--- src/rtl/bitstream_generator.sv ---
// Stochastic bitstream encoder: emits a 2^WIDTH-1 cycle stream on x whose ones count equals the latched
// operand, by comparing the operand against a maximal-length LFSR that visits every nonzero value once.
module bitstream_generator #(
    parameter int unsigned WIDTH = 8,
    parameter logic [31:0] SEED  = 32'hA5
) (
    input  logic             clk,
    input  logic             n_rst,
    input  logic [WIDTH-1:0] value,
    input  logic             start,
    output logic             x,
    output logic             capture,
    output logic             busy,
    output logic             done
);

    localparam logic [1:0] IDLE = 2'd0;
    localparam logic [1:0] RUN  = 2'd1;
    localparam logic [1:0] TAIL = 2'd2;
    localparam logic [1:0] COOL = 2'd3;

    localparam logic [WIDTH-1:0] SEED_W   = SEED[WIDTH-1:0];
    // Index of the final RUN cycle, L-1 = 2^WIDTH - 2.
    localparam logic [WIDTH-1:0] IDX_LAST = {{(WIDTH-1){1'b1}}, 1'b0};

    if (!(WIDTH == 4 || WIDTH == 8 || WIDTH == 16)) begin : g_bad_width
        $error("bitstream_generator: WIDTH must be 4, 8 or 16");
    end
    if (SEED_W == '0) begin : g_bad_seed
        $error("bitstream_generator: SEED truncated to WIDTH must be nonzero");
    end

    logic [1:0]       state_q, state_d;
    logic [WIDTH-1:0] val_q,   val_d;
    logic [WIDTH-1:0] lfsr_q,  lfsr_d;
    logic [WIDTH-1:0] idx_q,   idx_d;
    logic             x_d, capture_d, busy_d, done_d;
    logic             fb;

    // Fibonacci feedback taps for the supported lengths.
    if (WIDTH == 4) begin : g_fb4
        assign fb = lfsr_q[3] ^ lfsr_q[2];
    end else if (WIDTH == 8) begin : g_fb8
        assign fb = lfsr_q[7] ^ lfsr_q[5] ^ lfsr_q[4] ^ lfsr_q[3];
    end else begin : g_fb16
        assign fb = lfsr_q[15] ^ lfsr_q[13] ^ lfsr_q[12] ^ lfsr_q[10];
    end

    always_ff @(posedge clk or negedge n_rst) begin
        if (!n_rst) begin
            state_q <= IDLE;
            val_q   <= '0;
            lfsr_q  <= SEED_W;
            idx_q   <= '0;
            x       <= 1'b0;
            capture <= 1'b0;
            busy    <= 1'b0;
            done    <= 1'b0;
        end else begin
            state_q <= state_d;
            val_q   <= val_d;
            lfsr_q  <= lfsr_d;
            idx_q   <= idx_d;
            x       <= x_d;
            capture <= capture_d;
            busy    <= busy_d;
            done    <= done_d;
        end
    end

    // Next state plus next values of every registered output, decided from the upcoming state.
    always_comb begin
        state_d   = state_q;
        val_d     = val_q;
        lfsr_d    = lfsr_q;
        idx_d     = idx_q;
        x_d       = 1'b0;
        capture_d = 1'b0;
        busy_d    = 1'b1;
        done_d    = 1'b0;
        case (state_q)
            IDLE: begin
                if (start) begin
                    state_d   = RUN;
                    val_d     = value;
                    lfsr_d    = SEED_W;
                    idx_d     = '0;
                    capture_d = 1'b1;
                end else begin
                    busy_d = 1'b0;
                end
            end
            RUN: begin
                x_d    = (lfsr_q <= val_q);
                lfsr_d = {lfsr_q[WIDTH-2:0], fb};
                if (idx_q == IDX_LAST) begin
                    state_d = TAIL;
                end else begin
                    idx_d     = idx_q + WIDTH'(1);
                    capture_d = 1'b1;
                end
            end
            TAIL: begin
                state_d = COOL;
                done_d  = 1'b1;
            end
            COOL: begin
                state_d = IDLE;
                busy_d  = 1'b0;
            end
            default: begin
                state_d = IDLE;
                busy_d  = 1'b0;
            end
        endcase
    end

endmodule

--- config.mk ---
export PLATFORM = sky130hd
export DESIGN_NAME = bitstream_generator
export DESIGN_NICKNAME = d
export VERILOG_FILES = /design/src/rtl/bitstream_generator.sv
export SDC_FILE = /design/constraint.sdc
export NUM_CORES = 1
export LEC_CHECK = 0
export ABC_AREA = 0
export CAP_MARGIN = 30
export CORE_ASPECT_RATIO = 1.5
export CORE_MARGIN = 1.5
export CORE_UTILIZATION = 30
export CTS_BUF_LIST = sky130_fd_sc_hd__clkbuf_4 sky130_fd_sc_hd__clkbuf_8
export DETAILED_ROUTE_END_ITERATION = 6
export GPL_TIMING_DRIVEN = 0
export SLEW_MARGIN = 25
export SYNTH_ARGS = -nofsm -noshare
export SYNTH_HDL_FRONTEND = slang
export SYNTH_SLANG_ARGS = --single-unit
--- constraint.sdc ---
create_clock -name clk -period 1.74 [get_ports clk]
set_input_delay 0.348 -clock clk [delete_from_list [all_inputs] [get_ports clk]]
set_output_delay 0.348 -clock clk [all_outputs]
set_load 0.03 [all_outputs]
==> summary.md <==
| Metric | Value |
|---|---|
| Cells on worst reg2reg path | 6 |
| CTS tree | yes |
| CTS H-Tree Depth | 2 |
| GR Overflow Total | 0 |
| Critical Path RT | 1.95 ns |
| DIE AREA | 5650 sq um |
| Nets@finish | 197 |
| Tmin final | 1.68 ns |
| Synth unique cells | 34 |
| Int Pwr | 2.26 mW |
| WL/cell | 13.3 um |
| Routability cong. | approximately 0.74 |
| Core ar. | 5080 sq um |
| Comb power frac | 49.9% |
| Detail Placement HPWL | approximately 2200 um |
| Syn-to-layout area delta | 32.2% |
| DIE HEIGHT | 91.3 um |
| Max-slew violation count | 0 |
| Die Wd | 61.9 um |
| CP Launch Point | state_q[0] |
| Flop2flop setup slack | 0.06 ns |
| Worst-margin pin slew | 0.556 ns |
| Pin count of the biggest net entering global routing | 20 |
| # setup viols final | 0 |
| Max-Slew Margin vs Limit | 62.8% |
| FP Rows | 32 |
| Min-delay worst type | input port to async pin |
| Tot Pwr | around 3.6 mW |
| Outcome | finished clean |
| CTS Sinks | 30 |
| CP Launch Type | flop |
| Fin. Hold Viols | 0 |
| Final setup margin | 0.0602 ns |
| Layout Skew | 0.00481 ns |
| Reg2reg start | state_q[0] |
| Fin crit share | 96.5% |
| FMAX | 595 MHz |
| Via Count | approximately 1200 |
| Global-route wire length before repair | 5540 um |
| Yosys warnings | 0 |
| CTS Buf Count | 5 |
| Mapped Cells | 139 |
| IO Count | 15 |
| Post-Synthesis Cell Area | around 1600 sq um |
| RSZ-0062 raised after global routing | true |
| Clock-pin slew on the worst setup and hold paths | 0.06 ns |
| # diodes | 0 |
| DRT antenna net count | 0 |
| Synth Register Bits | 30 |
| Max FO, Critical Path | 5 |
| Clk_lat worst skew | 0.28 ns |
| Ys flop type | dfrtp_1 |
| Drc violations | 0 |
| Sw Pwr | around 1.3 mW |
| Drt initial violations | 31 |
| Worst hold slack | 0.501 ns |
| Util after Layout | 40.6% |
| Clock buffer depth | 2 |
| Number of global-route vias before repair | approximately 1200 |
| EDFF count, synth | 0 |
| Place WS | -0.217 ns |
| CP arrival | 1.89 ns |
| Layout cells sized above 1 | between 20% and 30% |
| Maximum VDD drop | 563 uV |
| Kind of critical path | flop to flop |
| Cell Pwr Density | roughly 1700 nW/um^2 |
| Async S/R FF share, synth | 100% |
| PortBufs | 14 |
| Worst Setup EP | idx_q[5] |
| Clock power share | 16.2% |
| Part of the power in registers | around 34% |
| Gr usage total | 13.4% |
| Layout filler cell count | 517 |
| Root buffer cell | clkbuf_8 |
| Max_cap viols | 0 |
| Net count after synthesis | between 150 and 200 |
| Starting density of the core | a little under a third |
| Detailed Route WL | 3210 um |
| Critical path capture point type | flop |
| Post-synthesis sequential area ratio | 48.4% |
| Sw frac | 37.1% |
| Initial antenna violation count | 0 |
| Critical R2R Capture | idx_q[5] |
| Vias/cell | a little under 5 |
| Syn avg cell area | 11.2 sq um |
| Leak pwr | 0.913 nW |
| First-pass iteration count of the detailed router | 4 |
-- power by group through the flow --
| stage | logic (mW) | clock network, mW | registers (mW) |
|---|---|---|---|
| 2_1_floorplan | 1.06 | 0 | 1.26 |
| 3_3_place_gp | 1.46 | 0 | 1.23 |
| 3_5_place_dp | 1.50 | 0 | 1.24 |
| 4_1_cts | 1.66 | 0.606 | 1.21 |
| 5_1_grt | 2.05 | 0.635 | 1.27 |
| 6_report | 1.79 | 0.581 | 1.22 |
-- synth_stat cells (all sizes together), types with 4 or more instances --
master | count | area share (%)
nor2 | 5 | 1.2
a21oi | 6 | 1.9
dfrtp | 26 | 42
nand2 | 8 | 1.9
mux2 | 10 | 7.5
dfstp | 4 | 6.7
ha | 14 | 11
o31ai | 6 | 3.8
o21ai | 7 | 2.2
nand3 | 5 | 1.6
inv | 15 | 3.6
-- kinds of logic (layout without fill, tap and decap cells) --
family / Yosys count / after routing / share of synthesized area (%)
AND/OR/NAND/NOR: 29 / 29 / 9.54
adder cells (fa/ha/maj): 14 / 14 / 11.2
buffers and inverters: 16 / 49 / 3.93
multiplexers: 11 / 11 / 8.10
flip-flops: 30 / 30 / 48.4
AO/OA/AOI/OAI: 35 / 36 / 16.5
XOR/XNOR: 4 / 4 / 2.25
-- layout make-up --
cell class / count / area (sq um) / area share [%]
buffer: 1 / 11.3 / 0.546
timing repair buffer: 25 / 240 / 11.7
multi-input combinational: 94 / 822 / 39.9
tap: 68 / 85.1 / 4.13
clock buffer: 8 / 91.3 / 4.43
inverter: 15 / 56.3 / 2.73
sequential: 30 / 756 / 36.7
-- critical path, stage by stage (launching register included) --
cell     delay, ns
dfrtp_1       0.42
inv_2         0.08
ha_4          0.18
mux2_4        0.23
o31ai_4       0.09
or4_4         0.49
a21oi_2       0.13
-- how the worst min path moves through the flow --
stage | start | end | slack, ns | cells past startpoint
3_3_place_gp | val_q[6] | val_q[6] | 0.49 | 1
6_report | n_rst | val_q[3] | 0.50 | 2
3_5_place_dp | n_rst | val_q[2] | 0.27 | 1
4_1_cts | n_rst | val_q[2] | 0.51 | 2
2_1_floorplan | n_rst | busy | 0.05 | 0
5_1_grt | n_rst | idx_q[7] | 0.53 | 2
-- metrics by stage --
| step | area (sq um) | TNS, ns | instances |
|---|---|---|---|
| 2_1_floorplan | 1560 | 0 | 139 |
| 3_3_place_gp | 1790 | -9.74 | 221 |
| 3_5_place_dp | 1810 | -1.56 | 222 |
| 4_1_cts | 1960 | 0 | 236 |
| 5_1_grt | 2060 | -0.0571 | 241 |
| 6_report | 2060 | 0 | 241 |
-- layer usage --
| metal | track usage, % | wire (um) | vias to the layer above |
|---|---|---|---|
| li1 | - | - | 570 |
| met1 | 15.5 | 1330 | 577 |
| met2 | 21.7 | 1720 | 15 |
| met3 | 3.99 | 86 | 6 |
| met4 | 6.38 | 70 | 0 |
| met5 | 0 | 0 | - |
-- flip-flops by register name, indices dropped and copies added (netlist names) --
register and cells:
lfsr_q 8, done 1, busy 1, idx_q 8, state_q 2, val_q 8, x 1, capture 1
-- cell usage in the layout, fill, tap and decap left out, types with 3 or more instances in the layout --
cell type	count
o21ai_0	7
a22o_1	3
o31ai_1	5
clkbuf_8	5
clkbuf_4	3
o22a_1	3
a21oi_1	4
a21o_1	3
nand3_1	4
dfstp_2	4
nor2_1	3
buf_4	9
clkdlybuf4s50_1	13
inv_1	12
inv_2	3
dfrtp_1	26
nand2_1	8
mux2_2	8
ha_1	12
-- repair_timing --
| item | 4_1_cts | 5_1_grt |
|---|---|---|
| cloned | 0 | 1 |
| hold buffers | 1 | 0 |
| endpoints found under the setup margin | 7 | 10 |
| setup buffers | 5 | 4 |
| endpoints found under the hold margin | 11 | 0 |
| resized for setup | 5 | 13 |
| pin swaps | 0 | 5 |
Note: power is estimated with default switching activity, not from simulation.
